## config.mk

```make
export PLATFORM = sky130hd
export DESIGN_NAME = fpmul_arbiter_flat
export DESIGN_NICKNAME = d
export VERILOG_FILES = /design/src/rtl/fpmul_arbiter_if.sv /design/src/rtl/fpmul_arbiter.sv /design/src/flat_wrapper.sv
export SDC_FILE = /design/constraint.sdc
export NUM_CORES = 2
export LEC_CHECK = 0
export CELL_PAD_IN_SITES_DETAIL_PLACEMENT = 2
export CELL_PAD_IN_SITES_GLOBAL_PLACEMENT = 2
export CORE_MARGIN = 5
export CORE_UTILIZATION = 41
export CTS_BUF_LIST = sky130_fd_sc_hd__clkbuf_4 sky130_fd_sc_hd__clkbuf_8 sky130_fd_sc_hd__clkbuf_16
export CTS_CLUSTER_DIAMETER = 60
export CTS_CLUSTER_SIZE = 12
export DETAILED_ROUTE_END_ITERATION = 8
export PLACE_DENSITY = 0.95
export SYNTH_ARGS = -nofsm -noshare
export SYNTH_HDL_FRONTEND = slang
export SYNTH_SLANG_ARGS = --single-unit
```

## constraint.sdc

```tcl
create_clock -name clk -period 29 [get_ports clk]
set_clock_uncertainty 0.2 [all_clocks]
set_input_delay 5.8 -clock clk [delete_from_list [all_inputs] [get_ports clk]]
set_output_delay 5.8 -clock clk [all_outputs]
set_load 0.05 [all_outputs]
```

## src/rtl/fpmul_arbiter_if.sv

```systemverilog
// Handshake bundle between two operand requesters, the shared-multiplier
// arbiter and the response consumer.
interface fpmul_arbiter_if;
    logic        req0_valid;
    logic [31:0] req0_a;
    logic [31:0] req0_b;
    logic        req0_ready;

    logic        req1_valid;
    logic [31:0] req1_a;
    logic [31:0] req1_b;
    logic        req1_ready;

    logic        rsp_valid;
    logic        rsp_ready;
    logic        rsp_id;
    logic [31:0] rsp_data;
    logic [4:0]  rsp_special;

    logic        busy;

    modport master (
        output req0_valid, req0_a, req0_b, input req0_ready,
        output req1_valid, req1_a, req1_b, input req1_ready,
        input  rsp_valid, output rsp_ready,
        input  rsp_id, rsp_data, rsp_special, busy
    );

    modport slave (
        input  req0_valid, req0_a, req0_b, output req0_ready,
        input  req1_valid, req1_a, req1_b, output req1_ready,
        output rsp_valid, input rsp_ready,
        output rsp_id, rsp_data, rsp_special, busy
    );
endinterface

```

## src/rtl/fpmul_arbiter.sv

```systemverilog
// Two-requester round-robin arbiter in front of one shared single-precision
// multiplier; operands are captured, multiplied for EXEC_CYCLES, then returned.
module multiplierunit (
    input  logic [31:0] a,
    input  logic [31:0] b,
    output logic [31:0] dataR,
    output logic [4:0]  casesspecial
);
    logic              sign;
    logic [7:0]        ea, eb;
    logic [22:0]       fa, fb;
    logic              a_zero, b_zero, a_inf, b_inf, a_nan, b_nan;
    logic [47:0]       prod;
    logic signed [9:0] exp_sum;
    logic signed [9:0] exp_fin;
    logic [22:0]       mant;
    logic              guard, sticky, round_up;
    logic [23:0]       mant_rnd;

    assign sign   = a[31] ^ b[31];
    assign ea     = a[30:23];
    assign eb     = b[30:23];
    assign fa     = a[22:0];
    assign fb     = b[22:0];
    // Subnormal operands are flushed to zero.
    assign a_zero = (ea == 8'h00);
    assign b_zero = (eb == 8'h00);
    assign a_inf  = (ea == 8'hFF) && (fa == '0);
    assign b_inf  = (eb == 8'hFF) && (fb == '0);
    assign a_nan  = (ea == 8'hFF) && (fa != '0);
    assign b_nan  = (eb == 8'hFF) && (fb != '0);

    always_comb begin
        // NOTE: every always_comb output is given a default first so no path leaves it unassigned (no latch).
        dataR        = '0;
        casesspecial = 5'b00000;
        prod         = {1'b1, fa} * {1'b1, fb};
        exp_sum      = $signed({2'b00, ea}) + $signed({2'b00, eb}) - 10'sd127;
        if (prod[47]) begin
            mant    = prod[46:24];
            guard   = prod[23];
            sticky  = |prod[22:0];
            exp_sum = exp_sum + 10'sd1;
        end else begin
            mant    = prod[45:23];
            guard   = prod[22];
            sticky  = |prod[21:0];
        end
        // Round to nearest, ties to even; a carry out bumps the exponent.
        round_up = guard & (sticky | mant[0]);
        mant_rnd = {1'b0, mant} + {23'd0, round_up};
        exp_fin  = exp_sum + $signed({9'd0, mant_rnd[23]});

        if (a_nan || b_nan || (a_inf && b_zero) || (b_inf && a_zero)) begin
            dataR        = 32'h7FC0_0000;
            casesspecial = 5'b00001;
        end else if (a_inf || b_inf || (exp_fin >= 10'sd255)) begin
            dataR        = {sign, 8'hFF, 23'd0};
            casesspecial = sign ? 5'b00010 : 5'b00100;
        end else if (a_zero || b_zero || (exp_fin <= 10'sd0)) begin
            dataR        = {sign, 31'd0};
            casesspecial = sign ? 5'b01000 : 5'b10000;
        end else begin
            dataR        = {sign, exp_fin[7:0], mant_rnd[22:0]};
        end
    end
endmodule

module fpmul_arbiter #(
    parameter int unsigned EXEC_CYCLES = 1
) (
    input  logic           clk,
    input  logic           rst_n,
    fpmul_arbiter_if.slave bus
);
    typedef enum logic [1:0] {IDLE, EXEC, RESP} state_t;

    localparam logic [3:0] CNT_LOAD = 4'(EXEC_CYCLES - 1);

    state_t      state;
    logic        ptr;
    logic [3:0]  cnt;
    logic [31:0] a_q, b_q;
    logic        id_q;
    logic        rsp_valid_q, rsp_id_q, busy_q;
    logic [31:0] rsp_data_q;
    logic [4:0]  rsp_special_q;
    logic        grant0, grant1;
    logic [31:0] mul_data;
    logic [4:0]  mul_special;

    // The pointer only breaks ties; a lone requester is always granted.
    assign grant0 = bus.req0_valid & (~bus.req1_valid | ~ptr);
    assign grant1 = bus.req1_valid & (~bus.req0_valid |  ptr);

    assign bus.req0_ready  = rst_n & (state == IDLE) & grant0;
    assign bus.req1_ready  = rst_n & (state == IDLE) & grant1;
    assign bus.rsp_valid   = rsp_valid_q;
    assign bus.rsp_id      = rsp_id_q;
    assign bus.rsp_data    = rsp_data_q;
    assign bus.rsp_special = rsp_special_q;
    assign bus.busy        = busy_q;

    multiplierunit u_mul (
        .a            (a_q),
        .b            (b_q),
        .dataR        (mul_data),
        .casesspecial (mul_special)
    );

    // NOTE: sequential state uses non-blocking assignments only, so every register sees pre-edge values.
    always_ff @(posedge clk or negedge rst_n) begin
        if (!rst_n) begin
            state         <= IDLE;
            ptr           <= 1'b0;
            cnt           <= '0;
            // NOTE: operand registers are reset as well, so a reset mid-flight leaves nothing stale to replay.
            a_q           <= '0;
            b_q           <= '0;
            id_q          <= 1'b0;
            rsp_valid_q   <= 1'b0;
            rsp_id_q      <= 1'b0;
            rsp_data_q    <= '0;
            rsp_special_q <= '0;
            busy_q        <= 1'b0;
        end else begin
            case (state)
                IDLE: begin
                    if (bus.req0_ready || bus.req1_ready) begin
                        a_q    <= bus.req1_ready ? bus.req1_a : bus.req0_a;
                        b_q    <= bus.req1_ready ? bus.req1_b : bus.req0_b;
                        id_q   <= bus.req1_ready;
                        cnt    <= CNT_LOAD;
                        busy_q <= 1'b1;
                        state  <= EXEC;
                    end
                end
                EXEC: begin
                    if (cnt == '0) begin
                        rsp_data_q    <= mul_data;
                        rsp_special_q <= mul_special;
                        rsp_id_q      <= id_q;
                        rsp_valid_q   <= 1'b1;
                        state         <= RESP;
                    end else begin
                        cnt <= cnt - 4'd1;
                    end
                end
                RESP: begin
                    if (bus.rsp_ready) begin
                        rsp_valid_q <= 1'b0;
                        busy_q      <= 1'b0;
                        ptr         <= ~rsp_id_q;
                        state       <= IDLE;
                    end
                end
                default: begin
                    state <= IDLE;
                end
            endcase
        end
    end
endmodule
```

## src/flat_wrapper.sv

```systemverilog
// flat-port wrapper written by rule: the top's interface ports become plain ports
module fpmul_arbiter_flat 
#(
    parameter int unsigned EXEC_CYCLES = 1
)
  (clk, rst_n, bus_req0_valid, bus_req0_a, bus_req0_b, bus_req0_ready, bus_req1_valid, bus_req1_a, bus_req1_b, bus_req1_ready, bus_rsp_valid, bus_rsp_ready, bus_rsp_id, bus_rsp_data, bus_rsp_special, bus_busy);
  fpmul_arbiter_if bus_i ();
  input  logic clk;
  input  logic rst_n;
  input wire logic [$bits(bus_i.req0_valid)-1:0] bus_req0_valid;
  input wire logic [$bits(bus_i.req0_a)-1:0] bus_req0_a;
  input wire logic [$bits(bus_i.req0_b)-1:0] bus_req0_b;
  output wire logic [$bits(bus_i.req0_ready)-1:0] bus_req0_ready;
  input wire logic [$bits(bus_i.req1_valid)-1:0] bus_req1_valid;
  input wire logic [$bits(bus_i.req1_a)-1:0] bus_req1_a;
  input wire logic [$bits(bus_i.req1_b)-1:0] bus_req1_b;
  output wire logic [$bits(bus_i.req1_ready)-1:0] bus_req1_ready;
  output wire logic [$bits(bus_i.rsp_valid)-1:0] bus_rsp_valid;
  input wire logic [$bits(bus_i.rsp_ready)-1:0] bus_rsp_ready;
  output wire logic [$bits(bus_i.rsp_id)-1:0] bus_rsp_id;
  output wire logic [$bits(bus_i.rsp_data)-1:0] bus_rsp_data;
  output wire logic [$bits(bus_i.rsp_special)-1:0] bus_rsp_special;
  output wire logic [$bits(bus_i.busy)-1:0] bus_busy;
  assign bus_i.req0_valid = bus_req0_valid;
  assign bus_i.req0_a = bus_req0_a;
  assign bus_i.req0_b = bus_req0_b;
  assign bus_req0_ready = bus_i.req0_ready;
  assign bus_i.req1_valid = bus_req1_valid;
  assign bus_i.req1_a = bus_req1_a;
  assign bus_i.req1_b = bus_req1_b;
  assign bus_req1_ready = bus_i.req1_ready;
  assign bus_rsp_valid = bus_i.rsp_valid;
  assign bus_i.rsp_ready = bus_rsp_ready;
  assign bus_rsp_id = bus_i.rsp_id;
  assign bus_rsp_data = bus_i.rsp_data;
  assign bus_rsp_special = bus_i.rsp_special;
  assign bus_busy = bus_i.busy;
  fpmul_arbiter #(.EXEC_CYCLES(EXEC_CYCLES)) u_core (.clk(clk), .rst_n(rst_n), .bus(bus_i));
endmodule
```

After elaboration in Yosys (flattened, before gate mapping)
Index checks and enable logic that the tools add are counted.
{ "totals": {"register_bits": 112, "in_bits": 133, "out_inout_bits": 42, "elab_cells": 102} }
{ "op_classes": {"n_addsub": 6, "n_mul": 1, "n_lt_le_gt_ge": 2, "n_eq_ne": 8, "mux": 26, "n_bitwise": 14, "reduce_logical": 34} }
{ "op_table": {"columns": ["operator", "n"], "rows": [
  ["32-bit two-way mux", 3],
  ["31-bit two-way mux", 2],
  ["24-bit by 24-bit multiplier with 48-bit output", 1],
  ["23-bit zero test", 2],
  ["23-bit nonzero test", 2],
  ["23-bit by 1-bit adder with 24-bit output", 1],
  ["23-bit two-way mux", 1],
  ["23-bit OR reduction", 1],
  ["22-bit OR reduction", 1],
  ["5-bit two-way mux", 4],
  ["8-bit equality test (second input constant)", 2],
  ["8-bit zero test", 2],
  ["3-bit AND reduction", 4],
  ["10-bit by 2-bit adder with 10-bit output", 1],
  ["10-bit by 2-bit adder with 10-bit output (second input constant)", 1],
  ["10-bit by 9-bit greater-or-equal comparator with 1-bit output (second input constant)", 1],
  ["10-bit by 1-bit <= comparator with 1-bit output (second input constant)", 1],
  ["10-bit two-way mux", 1],
  ["9-bit by 7-bit subtractor with 10-bit output (second input constant)", 1],
  ["8-bit by 8-bit adder with 9-bit output", 1],
  ["1-bit logical OR", 8],
  ["4-bit two-way mux", 2],
  ["4-bit case mux with 2 select lines", 1],
  ["1-bit bitwise AND", 6],
  ["18 further kinds", 41]
]} }

Longest topological paths before layout
{ "logic_depth": {"depth_word": 12, "mapped_depth": 44, "mapped_depth_nobuf": 39} }

By module
From an unflattened synthesis, not the netlist that was laid out.
{ "hier_totals": {"hier_cells": 3171, "hier_area_um2": 27087.2} }
{ "by_module_without_submodules": {"columns": ["module", "n_inst", "cells_per_inst", "area_per_inst_um2", "seq_area_each_um2"], "rows": [
  ["multiplierunit", 1, 2691, 22311.4, 0.0],
  ["fpmul_arbiter", 1, 480, 4775.8, 2802.7]
]} }

Worst setup path before layout
No wires, ideal clock.
{ "synth_timing": {"kind": "input-to-output", "from": "in rst_n", "to": "out bus_req1_ready", "t_arrival_ns": 6.929, "t_required_ns": 23.000, "setup_slack_ns": 16.071, "cell_stages": 5, "path_buffers": 2, "path_cell_list": "nor3b_1 -> nand3_1 -> clkbuf_1 -> clkbuf_1 -> inv_1"} }
{ "synth_between": {"elab_chain_cells": 2} }
{ "synth_rtl": {"columns": ["element", "line", "source"], "rows": [
  ["from (decl)", "flat_wrapper.sv:9", "input logic rst_n;"],
  ["1-bit bitwise AND (2 in series)", "fpmul_arbiter.sv:97", "assign bus.req1_ready = rst_n & (state == IDLE) & grant1;"],
  ["to (decl)", "flat_wrapper.sv:17", "output wire logic [$bits(bus_i.req1_ready)-1:0] bus_req1_ready;"]
]} }
No other way between the ends.

Worst setup path in the final report
{ "layout_timing": {"from": "in rst_n", "to": "out bus_req0_ready"} }
{ "layout_between": {"elab_chain_cells": 2} }
{ "layout_rtl": {"columns": ["element", "line", "source"], "rows": [
  ["1-bit bitwise AND (2 in series)", "fpmul_arbiter.sv:96", "assign bus.req0_ready = rst_n & (state == IDLE) & grant0;"],
  ["to (decl)", "flat_wrapper.sv:13", "output wire logic [$bits(bus_i.req0_ready)-1:0] bus_req0_ready;"]
]} }
No other way between the ends.

==> flow_summary_export.csv <==
group,metric,value,unit
outcome,status,"completed",
finish,final_cell_mix,"inv_1, nand2_1, fa_1, and2_1, ha_1",
timing,fin_crit_sh,50.1,%
clock_tree,cts.path.max_buffers,2,
synthesis,yosysSeqAreaShare,10.6,%
die,die-area,69500,µm²
global_route,grt_use_total,44.8,%
worst_setup_path,cp.arrival,8520,ps
global_route,antenna_found_initial,27,
synthesis,synth_area_per_cell,8.47,µm²
synthesis,synth.area.top_cells,"fa_1, dfrtp_1, ha_1, inv_1, nand2_1",
worst_hold_path,hold_class,"reg2reg",
timing,finalCriticalPeriod,14520,ps
clock_tree,cts_hold_buf,0,
finish,syn_to_final_growth,11.2,%
timing,max_freq,68.9,MHz
worst_setup_path,path_common_cell,"buf_4",
timing,maxSlewViolCount,0,
synthesis,synth_edf_count,0,
synthesis,ys_warn_count,0,
synthesis,synthDominantCellAreaShare,36.6,%
synthesis,syn_nets,3926,
synthesis,async_flop_share,100,%
global_route,grt_pass1_wl,227,mm
synthesis,yosysUniqueCellTypes,92,
timing,rsz0062_at_grt,"no",
run,max_cap_viol_count,0,
die,rows,93,
drt,wl_per_cell,39.0,µm
finish,drive_gt1_share,3.53,%
timing,finalSetupViolCount,0,
clock_tree,cts_resized,0,
clock_tree,insertion_delay,410,ps
drt,drt-pass1-iter-count,6,
timing,finalSetupTns,0,ps
clock_tree,cts.sinks,112,
synthesis,synth_flop_cell,"dfrtp_1",
worst_setup_path,crit_fanout,67,
placement,port_buffers,174,
global_route,grt.overflow.total,0,
synthesis,syn-cell-area,26400,µm²
die,core_area,64100,µm²
timing,maxSlewHeadroom,15.7,%
drt,drc,0,
placement,placed_cells,4044,
drt,postRouteAntennaNets,0,
synthesis,syn_inst,3116,
die,dieWidth,264,µm
worst_setup_path,crit_chain,"buf_4 -> nor3b_1 -> nand3_2 -> buf_4 -> inv_2 -> clkdlybuf4s50_1",
worst_setup_path,critPathKind,"in2out",
clock_tree,cts_tree,"built",
global_route,grt_max_degree,105,
timing,finalHoldViolCount,0,
global_route,grt_pass1_vias,32000,
timing,worstMarginPinSlew,1260,ps
drt,wirelength,159,mm
finish,nFillCells,6968,
worst_setup_path,critPathMaxStageDelay,840,ps
drt,drt_first_iter_violations,3041,
worst_setup_path,cp_slowest_cell,"clkdlybuf4s50_1",
die,pin_count,175,
drt,vias,27200,
placement,dpl.hpwl,108,mm
finish,layout.cells.non_filler,4076,
placement,gp_congestion,0.871,
worst_setup_path,cp.required,23000,ps
clock_tree,cts_buffers,9,
synthesis,yosysTopAreaCell,"fa_1",
die,initial_core_util,41.2,%
synthesis,ys_ff_latch,112,
clock_tree,htree_levels,3,
clock_tree,clockRootBuffer,"clkbuf_16",
finish,final_common_cell,"inv_1",
worst_setup_path,critPathLaunchType,"primary input",
drt,vias_per_cell,6.67,
die,die_h,264,µm
clock_tree,path_clk_slew,80,ps
finish,final_net_count,4010,
clock_tree,cts_setup_buffers,0,
worst_setup_path,endpoint_kind,"output pin",
[path summary, 6_finish.rpt]
kind	from	end	slack [ps]	cells after the start
worst max-delay path	rst_n	bus_req0_ready	14480	6
worst min-delay path	u_core.bus.rsp_data[11]$_DFFE_PN0P_	u_core.bus.rsp_data[11]$_DFFE_PN0P_	320	1
worst max register to register	u_core.a_q[15]$_DFFE_PN0P_	u_core.bus.rsp_data[20]$_DFFE_PN0P_	14520	37
worst min register to register	u_core.bus.rsp_data[11]$_DFFE_PN0P_	u_core.bus.rsp_data[11]$_DFFE_PN0P_	320	1
max in group asynchronous	rst_n	u_core.b_q[15]$_DFFE_PN0P_	21940	2
min in group asynchronous	rst_n	u_core.bus.rsp_valid$_DFFE_PN0P_	5260	1
[synthesized netlist by cell type, drive strengths merged, types with 4 or more instances]
| cell | n |
|---|---|
| nand3b | 4 |
| fa | 483 |
| o211ai | 9 |
| a21oi | 94 |
| clkbuf | 137 |
| nand2 | 490 |
| o21bai | 11 |
| a31oi | 81 |
| a32o | 10 |
| a21o | 14 |
| and4 | 7 |
| nor2 | 171 |
| buf | 17 |
| xnor2 | 52 |
| o21ai | 60 |
| nor4 | 26 |
| o211a | 4 |
| a211o | 7 |
| a211oi | 12 |
| inv | 614 |
| a22o | 14 |
| mux2 | 4 |
| nor3b | 5 |
| dfrtp | 112 |
| nor2b | 7 |
| nor3 | 41 |
| or2 | 7 |
| nand2b | 17 |
| a22oi | 4 |
| o21a | 12 |
| and3 | 6 |
| nand3 | 27 |
| ha | 194 |
| xor2 | 28 |
| o31ai | 8 |
| nand4 | 27 |
| and2 | 247 |
[flip-flops by register name, indices dropped and copies added, names as in the netlist, 2 cells and up]
signal                  cells
u_core.a_q                 32
u_core.state                2
u_core.b_q                 32
u_core.bus.rsp_data        32
u_core.cnt                  4
u_core.bus.rsp_special      5
[metrics by stage]
step                setup slack (ps)  util (%)  instance area, µm²  hold slack, ps
finish                         14480      45.8               29400             318
global route                   14250      45.8               29300             326
CTS                            14460      45.7               29300             322
detailed placement             14530      45.2               29000             295
global placement               14590      45.2               29000             263
floorplan                      16070         -               26400             239
[critical path: cells and delay by family]
kind | cells | cell delay [ps]
simple gates | 2 | 720
buf+inv | 4 | 1980
[final cells by class]
class / count / area (µm²) / share of cell area [%]
Inverter: 617 / 2320 / 7.89
Sequential cell: 112 / 2800 / 9.55
Clock inverter: 6 / 78.8 / 0.269
Timing Repair Buffer: 227 / 2140 / 7.28
Multi-Input combinational cell: 2233 / 20700 / 70.4
Antenna cell: 16 / 40.0 / 0.136
Tap cell: 855 / 1070 / 3.64
Clock buffer: 10 / 233 / 0.793
[metal layers]
| metal | GRT usage (%) | up-vias | part of all wire [%] |
|---|---|---|---|
| met2 | 72.3 | 2430 | 46 |
| met3 | 17.2 | 1280 | 11 |
| met4 | 42.9 | 18 | 12 |
| met5 | 0.693 | - | 0.085 |
| met1 | 43.7 | 13600 | 31 |
| li1 | - | 9812 | - |
[kinds of logic (layout without fill, tap and decap cells)]
logic type	Yosys count	after routing	share of synthesized area [%]
mux	7	7	0.285
buf+inv	771	860	11.1
simple gates	1096	1096	20.0
fa+ha+maj	678	678	45.9
other cells	0	16	0
flops	112	112	10.6
compound gates	372	372	9.46
xor+xnor	80	80	2.66
Power is left out: the tool's default activity adds up to more than one toggle a clock period on the data nets, which glitch-free logic cannot reach.
